`config.mk`:
```
export PLATFORM = sky130hd
export DESIGN_NAME = alu_issue_seq_flat
export DESIGN_NICKNAME = d
export VERILOG_FILES = /design/src/rtl/alu_issue_seq_if.sv /design/src/rtl/alu_issue_seq.sv /design/src/flat_wrapper.sv
export SDC_FILE = /design/constraint.sdc
export NUM_CORES = 1
export LEC_CHECK = 0
export BUFFER_PORTS_ARGS = -buffer_cell sky130_fd_sc_hd__buf_2
export CAP_MARGIN = 20
export CORE_ASPECT_RATIO = 1.4
export CORE_UTILIZATION = 30
export DETAILED_ROUTE_END_ITERATION = 8
export HOLD_SLACK_MARGIN = 0.03
export SLEW_MARGIN = 5
export SYNTH_ARGS = -nofsm -noshare
export SYNTH_HDL_FRONTEND = slang
export SYNTH_SLANG_ARGS = --single-unit
```
`constraint.sdc`:
```
create_clock -name clk -period 2.1 [get_ports clk]
set_clock_uncertainty 0.05 [all_clocks]
set_input_delay 0.315 -clock clk [delete_from_list [all_inputs] [get_ports clk]]
set_output_delay 0.315 -clock clk [all_outputs]
set_load 0.03 [all_outputs]
```
`src/rtl/alu_issue_seq_if.sv`:
```
// Bundle between alu_issue_seq and its surroundings: the instruction
// handshake, the ALU operand/result/flag wires, completion status and the
// register-file debug read port.
interface alu_issue_seq_if #(
    parameter int WIDTH = 16,
    parameter int NREGS = 8,
    parameter int OPW   = 4
);
    localparam int AW = $clog2(NREGS);

    // Instruction channel
    logic             instr_valid;
    logic             instr_ready;
    logic [OPW-1:0]   instr_op;
    logic [AW-1:0]    instr_rd;
    logic [AW-1:0]    instr_ra;
    logic [AW-1:0]    instr_rb;
    logic             instr_imm_en;
    logic [WIDTH-1:0] instr_imm;

    // ALU connection
    logic [WIDTH-1:0] alu_ina;
    logic [WIDTH-1:0] alu_inb;
    logic [OPW-1:0]   alu_op;
    logic [WIDTH-1:0] alu_out;
    logic             alu_carry;
    logic             alu_zero;
    logic             alu_bigger;

    // Completion status and debug
    logic             done;
    logic             flag_c;
    logic             flag_z;
    logic             flag_b;
    logic [AW-1:0]    dbg_addr;
    logic [WIDTH-1:0] dbg_data;

    // Sequencer side
    modport slave (
        input  instr_valid, instr_op, instr_rd, instr_ra, instr_rb,
               instr_imm_en, instr_imm,
               alu_out, alu_carry, alu_zero, alu_bigger,
               dbg_addr,
        output instr_ready, alu_ina, alu_inb, alu_op,
               done, flag_c, flag_z, flag_b, dbg_data
    );

    // Instruction source / ALU / debug side
    modport master (
        output instr_valid, instr_op, instr_rd, instr_ra, instr_rb,
               instr_imm_en, instr_imm,
               alu_out, alu_carry, alu_zero, alu_bigger,
               dbg_addr,
        input  instr_ready, alu_ina, alu_inb, alu_op,
               done, flag_c, flag_z, flag_b, dbg_data
    );
endinterface

```
`src/rtl/alu_issue_seq.sv`:
```
// Issue/writeback sequencer for a 16-bit ALU. Accepts one instruction per
// handshake, presents register-file (or immediate) operands to the ALU,
// captures the result, writes it back and latches the ALU flags.
// Sequence per instruction: IDLE (accept) -> ISSUE -> WB -> IDLE.
module alu_issue_seq #(
    parameter int WIDTH = 16,
    parameter int NREGS = 8,
    parameter int OPW   = 4
) (
    input logic           clk,
    input logic           rst,
    alu_issue_seq_if.slave bus
);
    localparam int AW = $clog2(NREGS);

    typedef enum logic [1:0] {
        IDLE  = 2'd0,
        ISSUE = 2'd1,
        WB    = 2'd2
    } state_t;

    state_t           state;
    state_t           state_nxt;

    logic [WIDTH-1:0] regs [NREGS];
    logic [WIDTH-1:0] ra_val;
    logic [WIDTH-1:0] rb_val;

    logic [WIDTH-1:0] ina_q;
    logic [WIDTH-1:0] inb_q;
    logic [OPW-1:0]   op_q;
    logic [AW-1:0]    rd_q;
    logic [WIDTH-1:0] result_q;
    logic             flag_c_q;
    logic             flag_z_q;
    logic             flag_b_q;

    logic             instr_ready;
    logic             done;
    logic             accept;

    // Register 0 is hard-wired to zero on every read port.
    assign ra_val = (bus.instr_ra == '0) ? '0 : regs[bus.instr_ra];
    assign rb_val = (bus.instr_rb == '0) ? '0 : regs[bus.instr_rb];
    assign bus.dbg_data = (bus.dbg_addr == '0) ? '0 : regs[bus.dbg_addr];

    // State register; reset has priority over any handshake.
    always_ff @(posedge clk) begin
        // NOTE: sequential state uses non-blocking assignments so every flop
        // samples pre-edge values regardless of block ordering.
        if (rst) state <= IDLE;
        else     state <= state_nxt;
    end

    // Next-state and handshake/status decode; rst masks both so an instruction
    // offered during reset is never accepted and an interrupted WB never
    // reports completion.
    always_comb begin
        // NOTE: every output gets a default first so no path leaves it
        // unassigned, which would infer a latch.
        state_nxt   = state;
        instr_ready = 1'b0;
        done        = 1'b0;
        unique case (state)
            IDLE: begin
                instr_ready = ~rst;
                if (bus.instr_valid && !rst) state_nxt = ISSUE;
            end
            ISSUE: state_nxt = WB;
            WB: begin
                done      = ~rst;
                state_nxt = IDLE;
            end
            default: state_nxt = IDLE;
        endcase
    end

    assign accept          = bus.instr_valid & instr_ready;
    assign bus.instr_ready = instr_ready;
    assign bus.done        = done;

    // Operand/opcode latches (held until the next accept), result capture at
    // the end of ISSUE, flag capture at the end of WB.
    always_ff @(posedge clk) begin
        if (rst) begin
            ina_q    <= '0;
            inb_q    <= '0;
            op_q     <= '0;
            rd_q     <= '0;
            result_q <= '0;
            flag_c_q <= 1'b0;
            flag_z_q <= 1'b0;
            flag_b_q <= 1'b0;
        end else begin
            if (accept) begin
                ina_q <= ra_val;
                inb_q <= bus.instr_imm_en ? bus.instr_imm : rb_val;
                op_q  <= bus.instr_op;
                rd_q  <= bus.instr_rd;
            end
            if (state == ISSUE) result_q <= bus.alu_out;
            if (state == WB) begin
                flag_c_q <= bus.alu_carry;
                flag_z_q <= bus.alu_zero;
                flag_b_q <= bus.alu_bigger;
            end
        end
    end

    // Register file write-back; writes to register 0 are discarded.
    always_ff @(posedge clk) begin
        if (rst) begin
            // NOTE: this small register file is cleared on reset because the
            // architecture defines all registers as zero afterwards; a large
            // RAM would normally be left unreset.
            for (int i = 0; i < NREGS; i++) regs[i] <= '0;
        end else if (state == WB && rd_q != '0) begin
            regs[rd_q] <= result_q;
        end
    end

    assign bus.alu_ina = ina_q;
    assign bus.alu_inb = inb_q;
    assign bus.alu_op  = op_q;
    assign bus.flag_c  = flag_c_q;
    assign bus.flag_z  = flag_z_q;
    assign bus.flag_b  = flag_b_q;
endmodule

```
`src/flat_wrapper.sv`:
```
// flat-port wrapper written by rule: the top's interface ports become plain ports
module alu_issue_seq_flat 
#(
    parameter int WIDTH = 16,
    parameter int NREGS = 8,
    parameter int OPW   = 4
)
  (clk, rst, bus_instr_valid, bus_instr_op, bus_instr_rd, bus_instr_ra, bus_instr_rb, bus_instr_imm_en, bus_instr_imm, bus_alu_out, bus_alu_carry, bus_alu_zero, bus_alu_bigger, bus_dbg_addr, bus_instr_ready, bus_alu_ina, bus_alu_inb, bus_alu_op, bus_done, bus_flag_c, bus_flag_z, bus_flag_b, bus_dbg_data);
  alu_issue_seq_if #(.WIDTH(WIDTH), .NREGS(NREGS), .OPW(OPW)) bus_i ();
  input logic clk;
  input logic rst;
  input wire logic [$bits(bus_i.instr_valid)-1:0] bus_instr_valid;
  input wire logic [$bits(bus_i.instr_op)-1:0] bus_instr_op;
  input wire logic [$bits(bus_i.instr_rd)-1:0] bus_instr_rd;
  input wire logic [$bits(bus_i.instr_ra)-1:0] bus_instr_ra;
  input wire logic [$bits(bus_i.instr_rb)-1:0] bus_instr_rb;
  input wire logic [$bits(bus_i.instr_imm_en)-1:0] bus_instr_imm_en;
  input wire logic [$bits(bus_i.instr_imm)-1:0] bus_instr_imm;
  input wire logic [$bits(bus_i.alu_out)-1:0] bus_alu_out;
  input wire logic [$bits(bus_i.alu_carry)-1:0] bus_alu_carry;
  input wire logic [$bits(bus_i.alu_zero)-1:0] bus_alu_zero;
  input wire logic [$bits(bus_i.alu_bigger)-1:0] bus_alu_bigger;
  input wire logic [$bits(bus_i.dbg_addr)-1:0] bus_dbg_addr;
  output wire logic [$bits(bus_i.instr_ready)-1:0] bus_instr_ready;
  output wire logic [$bits(bus_i.alu_ina)-1:0] bus_alu_ina;
  output wire logic [$bits(bus_i.alu_inb)-1:0] bus_alu_inb;
  output wire logic [$bits(bus_i.alu_op)-1:0] bus_alu_op;
  output wire logic [$bits(bus_i.done)-1:0] bus_done;
  output wire logic [$bits(bus_i.flag_c)-1:0] bus_flag_c;
  output wire logic [$bits(bus_i.flag_z)-1:0] bus_flag_z;
  output wire logic [$bits(bus_i.flag_b)-1:0] bus_flag_b;
  output wire logic [$bits(bus_i.dbg_data)-1:0] bus_dbg_data;
  assign bus_i.instr_valid = bus_instr_valid;
  assign bus_i.instr_op = bus_instr_op;
  assign bus_i.instr_rd = bus_instr_rd;
  assign bus_i.instr_ra = bus_instr_ra;
  assign bus_i.instr_rb = bus_instr_rb;
  assign bus_i.instr_imm_en = bus_instr_imm_en;
  assign bus_i.instr_imm = bus_instr_imm;
  assign bus_i.alu_out = bus_alu_out;
  assign bus_i.alu_carry = bus_alu_carry;
  assign bus_i.alu_zero = bus_alu_zero;
  assign bus_i.alu_bigger = bus_alu_bigger;
  assign bus_i.dbg_addr = bus_dbg_addr;
  assign bus_instr_ready = bus_i.instr_ready;
  assign bus_alu_ina = bus_i.alu_ina;
  assign bus_alu_inb = bus_i.alu_inb;
  assign bus_alu_op = bus_i.alu_op;
  assign bus_done = bus_i.done;
  assign bus_flag_c = bus_i.flag_c;
  assign bus_flag_z = bus_i.flag_z;
  assign bus_flag_b = bus_i.flag_b;
  assign bus_dbg_data = bus_i.dbg_data;
  alu_issue_seq #(.WIDTH(WIDTH), .NREGS(NREGS), .OPW(OPW)) u_core (.clk(clk), .rst(rst), .bus(bus_i));
endmodule
```
---- Word-level counts from Yosys, hierarchy flattened ----
Memory sizes are Yosys's and may differ from the RTL's.
Index checks and enable logic that the tools add are counted.
cells by class
  eq/ne operators ......................... 3
  multiplexer cells ....................... 16
  bitwise operators ....................... 2
  reduce and logical (&&, ||, !) cells .... 9
operator list
  cell                                                                   number
  16-bit two-way mux                                                     5
  16-bit OR reduction                                                    1
  3-bit zero test                                                        3
  1-bit two-way mux                                                      8
  2-bit one-hot mux with 2 select lines                                  1
  3-bit two-way mux                                                      1
  3-bit nonzero test                                                     1
  2-bit by 1-bit equality test with 1-bit output, second input constant  1
  2-bit equality test, second input constant                             1
  1-bit logical AND                                                      2
  2-bit zero test                                                        1
  2-bit two-way mux                                                      1
  2-bit by 1-bit != test with 1-bit output, second input constant        1
  1-bit bitwise AND                                                      1
  1-bit zero test                                                        1
  1-bit inverter                                                         1
word-level totals
  bits in registers ....................... 60
  bits in writable memories ............... 128
  input bits .............................. 55
  output and inout bits ................... 57
  word-level logic and storage cells ...... 40
  memories ................................ 1
memories
  name         words  width  read ports  clocked after Yosys merged registers in  wr ports  RTL line             text
  u_core.regs  8      16     3           0                                        8         alu_issue_seq.sv:25  logic [WIDTH-1:0] regs [NREGS];

---- Longest topological paths before layout ----
Gate-level depths: netlist of run 1.
  depth in word-level cells ............... 7
  depth in mapped cells ................... 6
  depth with buffers taken out ............ 5

---- Worst setup path before layout of run 1 ----
OpenSTA, ideal clock, no wires.
  path kind ............................... input-to-output
  start point ............................. input bus_dbg_addr[0]
  end point ............................... output bus_dbg_data[13]
  arrival ................................. 1.827 ns
  data required time ...................... 1.735 ns
  setup slack ............................. -0.092 ns
  stages .................................. 5
  buffers on the path ..................... 3
  cell sequence ........................... buf_2 > buf_2 > clkbuf_1 > a22oi_1 > o21ai_0
between the ends
  longest elaborated chain between the ends .. 2
  elaborated cells between the ends (all ways) .. 3
  those cells by class .................... 1 x mux; 1 x reduce/logical; 1 x memory
ends and longest elaborated chain
  item                                                              RTL line             text
  start, declared                                                   flat_wrapper.sv:23   input wire logic [$bits(bus_i.dbg_addr)-1:0] bus_dbg_addr;
  memory read 8 x 16 bit / 3-bit zero test (equally long branches)  --
  16-bit two-way mux *                                              alu_issue_seq.sv:45  assign bus.dbg_data = (bus.dbg_addr == '0) ? '0 : regs[bus.dbg_addr];
  end, declared                                                     flat_wrapper.sv:32   output wire logic [$bits(bus_i.dbg_data)-1:0] bus_dbg_data;
Mark *: on every way between the ends. The rest lies on a longest branch, timed or not.

==> impl_metrics.yaml, run 1 <==
sta:
  tightest_slew_ns: 0.655
  relSlewSlack: 0.563
  fmax_mhz: 475
  rsz0062_at_grt: "yes"
  fin_ws_ns: -0.00346
  fin_crit_sh: 1.00
  maxSlewViolCount: 0
  setup_tns_ns: -0.00346
  setup_viol: 1
  final-hold-violation-count: 0
  finalCriticalPeriod_ns: 2.10
setup_path:
  critPathBufInv: 1
  critical_path_class: "flop to output port"
  path_cells: "mux4_2 -> a21o_1 -> buf_6"
  cp_max_fo: 3
  worstPathArrival_ns: 1.74
  r2r-end: "u_core.bus.alu_inb[0]"
  crit_slowest_cell: "mux4_2"
  rrSetupSlack_ns: 0.26
  crit_family: "multiplexers"
  crit_path_max_incr_delay_ns: 0.48
  start_kind: "flop"
  endpoint_kind: "output port"
  rr_worst_depth: 6
  worst-path-stages: 3
  startpoint: "u_core.regs[6][14]"
  cp-endpoint: "bus_dbg_data[14]"
  reg2reg_from: "u_core.regs[6][0]"
  worstPathRequired_ns: 1.74
power:
  leakage_nw: 4.50
  powerDensity_nw_per_um2: 728
  ir_drop_mv: 0.579
synthesis:
  synth_area_leaders: "edfxtp_1 37%, dfxtp_1 13%, mux4_2 9.1%"
  synth_warnings: 0
  yosys.area.top_type: "edfxtp_1"
  syn_area_per_cell_um2: 11.6
  synth_edf_count: 112
  synthDistinctLibCells: 47
  syn_nets: 843
  synthTopCellsByCount: "112 x and2_1, 112 x edfxtp_1, 78 x nand2_1, 60 x dfxtp_1, 55 x mux2_2"
  seq_area_frac_synth: 0.500
  ys_ff_latch: 172
  syn_inst: 788
  ys_async_sr_fraction: 0
  synth_area_um2: 9130
  synth-main-ff-cell: "edfxtp_1"
  synth_top_cell_area_share: 0.368
global_routing:
  grt_first_pass_wirelength_um: 41100
  grt_max_degree: 39
  grt_pass1_vias: 6778
  grtUsageTotal: 0.177
  antenna_found_initial: 3
  grt_remaining_overflow: 0
worst_hold_path:
  hp-start: "bus_instr_imm[0]"
  hold_class: "input port to flop"
drt:
  drc: 0
  routed_wl_um: 27000
  via_per_inst: 5.17
  dr.pass1.iters: 4
  route.antenna.remaining_nets: 0
  first_iter_violations: 551
  wl_per_cell_um: 20.1
  vias: 6946
floorplanning:
  fp.dieH_um: 208
  initial_core_util: 0.305
  die-width_um: 149
  die_area_um2: 31200
  core_area_um2: 29900
  ios: 112
  rows: 75
cells_and_area:
  fin_nets: 1000
  regArea_um2: 4560
  stdcell_area_um2: 11400
  multi_input_area_um2: 4230
  layout-drive-gt1-share: 0.371
  fillers: 2905
  syn2layout_area_growth_pct: 24.8
clocking:
  cts_tree: "yes"
  clk_pin_slew_ns: 0.07
  cts_inserted_buffers: 17
  htreeDepth: 4
  clock_latency_ns: 0.45
  cts_root_buffer: "clkbuf_16"
  hold_buffers: 0
  clock_sinks: 172
  cts.path.max_buffers: 2
placed_design:
  dp_hpwl_um: 19200
  io_buffers: 111
  globalplace.congestion: 0.839
  dpl_cell_area_um2: 10300
run:
  drv_cap: 0
status:
  violations: "negative setup slack"
  status: "complete, but fails checks"
## cells by family after synthesis
logic type,Yosys count,synth area share
buf+inv,80,0.0426
flops,172,0.500
simple gates,286,0.172
compound gates,147,0.113
mux,103,0.173
## how the worst min path moves through the flow
stage                                        to  slack, ns  cells after the start
after floorplan                  u_core.rd_q[2]       0.39                      2
after global routing         u_core.result_q[6]       0.04                      3
final                     u_core.bus.alu_inb[0]       0.05                      3
after detailed placement   u_core.bus.alu_op[2]       0.40                      2
after global placement     u_core.bus.alu_op[2]       0.39                      2
after CTS                 u_core.bus.alu_inb[0]       0.03                      3
## flip-flops by register name, summed over array words and instances, names as in the netlist
signal              count
u_core.bus.alu_ina     16
u_core.bus.flag_c       1
u_core.bus.alu_inb     16
u_core.regs           112
u_core.bus.flag_b       1
u_core.state            2
u_core.result_q        16
u_core.rd_q             3
u_core.bus.alu_op       4
u_core.bus.flag_z       1
## stage by stage
| step | hold slack [ns] | instances | power (mW) | utilization | worst slack (ns) |
|---|---|---|---|---|---|
| finish | 0.0500 | 1344 | 8.30 | 0.381 | -0.00346 |
| CTS | 0.0349 | 1319 | 8.30 | 0.372 | -0.000231 |
| floorplan | 0.394 | 788 | 4.65 | - | 0.132 |
| global placement | 0.388 | 1260 | 5.06 | 0.344 | 0.114 |
| detailed placement | 0.398 | 1260 | 5.07 | 0.344 | 0.0923 |
| global route | 0.0372 | 1343 | 8.57 | 0.381 | -0.0411 |
## what timing repair did
action | in CTS | in global routing
cloned | 0 | 0
buffers inserted | 27 | 24
endpoints found under the setup margin | 12 | 16
pin swaps | 0 | 2
gates resized for setup | 14 | 27
## cell usage in the layout (no fill, tap or decap), drive strengths merged, types with 10 or more instances in the layout
cell type,count
mux2,56
o21ai,24
nand3b,18
and2,112
edfxtp,112
clkbuf,19
a21oi,32
nor3,13
nand2,78
nor2b,20
o31ai,15
dfxtp,60
o22ai,10
inv,15
nor2,20
mux4,38
a22oi,11
buf,205
a221oi,29
## power by group
part | switching, mW | internal (mW)
clock network | 1.39 | 1.82
registers | 0.126 | 3.74
logic | 0.692 | 0.532
total | 2.21 | 6.09
## worst register-to-register path, delay by kind of cell (launching register included)
| family | cells | cell delay, ns |
|---|---|---|
| mux | 1 | 0.51 |
| compound gates | 2 | 0.27 |
| flops | 1 | 0.43 |
| simple gates | 1 | 0.17 |
| buf+inv | 2 | 0.29 |
## final cells by class
type | instances | share of cell area
Clock inverter | 13 | 0.0121
Sequential cell | 172 | 0.401
Antenna cell | 1 | 0.000220
Multi-Input combinational cell | 536 | 0.371
Timing Repair Buffer | 205 | 0.129
Inverter | 13 | 0.00428
Clock buffer | 19 | 0.0397
Tap cell | 385 | 0.0423
## routing by layer
metal / wire length, um / share of wire / up-vias / GRT usage
met5: 40 / 0.0015 / - / 0
met4: 459 / 0.017 / 6 / 0.0507
met3: 1490 / 0.055 / 33 / 0.0393
met2: 13800 / 0.51 / 231 / 0.300
met1: 11200 / 0.41 / 3429 / 0.223
li1: - / - / 3247 / -
Power figures use the tool's default switching activity.
==> inputs of run 2 (changes only) <==
CORE_MARGIN = 5   (was not set)
==> impl_metrics.yaml, run 2 (synthesis results as in run 1) <==
status:
  status: "finished, final reports clean"
sta:
  fmax_mhz: 481
  fin_crit_sh: 0.991
  finalCriticalPeriod_ns: 2.08
  setup_tns_ns: 0
  timing.hold.ws_ns: 0.0613
  final-hold-violation-count: 0
  tightest_slew_ns: 0.730
  maxSlewViolCount: 0
  rsz0062_at_grt: "yes"
  relSlewSlack: 0.514
  setup_viol: 0
drt:
  first_iter_violations: 517
  via_per_inst: 5.13
  routed_wl_um: 27000
  wl_per_cell_um: 20.1
  vias: 6875
  route.antenna.remaining_nets: 0
  drc: 0
  dr.pass1.iters: 5
cells_and_area:
  syn2layout_area_growth_pct: 24.1
  fillers: 2949
  postLayoutCoreUtil: 0.378
  fin_nets: 997
  top_register: "u_core.regs"
  stdcell_area_um2: 11300
  layout-drive-gt1-share: 0.358
  regArea_um2: 4560
  largest_reg_flops: 112
  final_cell_mix: "112 x and2_1, 112 x edfxtp_1, 98 x buf_2"
  diodes: 0
  multi_input_area_um2: 4220
floorplanning:
  ios: 112
  die_area_um2: 34100
  initial_core_util: 0.304
  core_area_um2: 30000
  fp.dieH_um: 216
  die-width_um: 157
  rows: 75
clocking:
  cts.path.max_buffers: 2
  cts_root_buffer: "clkbuf_16"
  cts_inserted_buffers: 17
  clock_sinks: 172
  cts_tree: "yes"
  clock_latency_ns: 0.44
  htreeDepth: 4
  hold_buffers: 0
  clk_pin_slew_ns: 0.06
global_routing:
  grtUsageTotal: 0.158
  antenna_found_initial: 0
  grt_remaining_overflow: 0
  grt_pass1_vias: 6962
  grt_max_degree: 41
  grt_first_pass_wirelength_um: 41200
power:
  leakage_nw: 4.45
  intPower_mw: 6.14
  p_switching_mw: 2.13
  seqPwrFrac: 0.468
  powerDensity_nw_per_um2: 730
  pwr-share-comb: 0.146
  p_clk_frac: 0.386
  p_sw_frac: 0.258
  ir_drop_mv: 0.633
setup_path:
  crit_path_max_incr_delay_ns: 0.48
  crit_slowest_cell: "mux4_2"
  worstPathRequired_ns: 1.74
  start_kind: "flop"
  cp_max_fo: 3
  path_cells: "mux4_2 -> a21o_1 -> buf_6"
  worstPathArrival_ns: 1.72
  critical_path_class: "flop to output port"
  endpoint_kind: "output port"
placed_design:
  dpl_cell_area_um2: 10300
  globalplace.congestion: 0.899
  dp_hpwl_um: 19600
  io_buffers: 111
worst_hold_path:
  hold_class: "input port to flop"
run:
  drv_cap: 0
==> run 2: changes by cell type in the layout (fill, tap and decap cells not counted), moves of 2 or more <==
cell | previous run | this run
o21ai_2 | 6 | 4
clkbuf_8 | 2 | 0
clkinvlp_4 | 0 | 4
clkbuf_1 | 0 | 5
clkinv_2 | 5 | 0
a21oi_1 | 28 | 30
buf_4 | 87 | 85
o21ai_1 | 6 | 8
a21oi_2 | 4 | 2
clkinv_4 | 3 | 0
==> run 2: through the flow <==
stage               power, mW  cells  worst slack, ns
floorplan                4.65    788            0.132
global placement         5.07   1265           0.0712
detailed placement       5.08   1265           0.0497
CTS                      8.30   1320          -0.0243
global route             8.57   1340          -0.0407
finish                   8.27   1340           0.0191
==> run 2: final cells by class <==
type	count	area share
sequential	172	0.403
multi-input combinational	536	0.372
clock inverter	10	0.0125
tap	385	0.0425
inverter	13	0.00430
timing repair buffer	202	0.127
clock buffer	22	0.0392
==> run 2: critical path: cells and delay by family, from the launching register on <==
kind / cells / cell delay, ns
AO/OA/AOI/OAI: 1 / 0.21
buffers and inverters: 1 / 0.14
flip-flops: 1 / 0.45
multiplexers: 1 / 0.48
==> run 2: what timing repair did <==
| action | 4_1_cts | 5_1_grt |
|---|---|---|
| gates resized for setup | 10 | 27 |
| setup endpoints to repair | 9 | 15 |
| pin swaps | 0 | 0 |
| setup buffers | 23 | 20 |
| cloned | 0 | 0 |
==> run 2: final timing paths <==
| path | from | to | slack (ns) | cells after the start |
|---|---|---|---|---|
| worst max-delay path | u_core.regs[6][14] | bus_dbg_data[14] | 0.02 | 3 |
| worst max register to register | u_core.regs[7][0] | u_core.bus.alu_inb[0] | 0.31 | 6 |
| worst min register to register | u_core.bus.alu_op[3] | u_core.bus.alu_op[3] | 0.40 | 2 |
| worst min-delay path | bus_alu_carry | u_core.bus.flag_c | 0.06 | 3 |
==> run 2: metal layers <==
metal	GRT usage	vias to the layer above	part of all wire
met5	0	-	0
met2	0.275	224	0.51
li1	-	3241	-
met1	0.196	3373	0.42
met4	0.0582	0	0.021
met3	0.0271	37	0.049
==> run 2: power groups by stage <==
stage               clock network, mW  registers [mW]  logic (mW)
floorplan                           0            3.99       0.663
global placement                    0            3.95        1.12
detailed placement                  0            3.95        1.13
CTS                              3.25            3.87        1.17
global route                     3.38            3.89        1.30
finish                           3.19            3.87        1.21
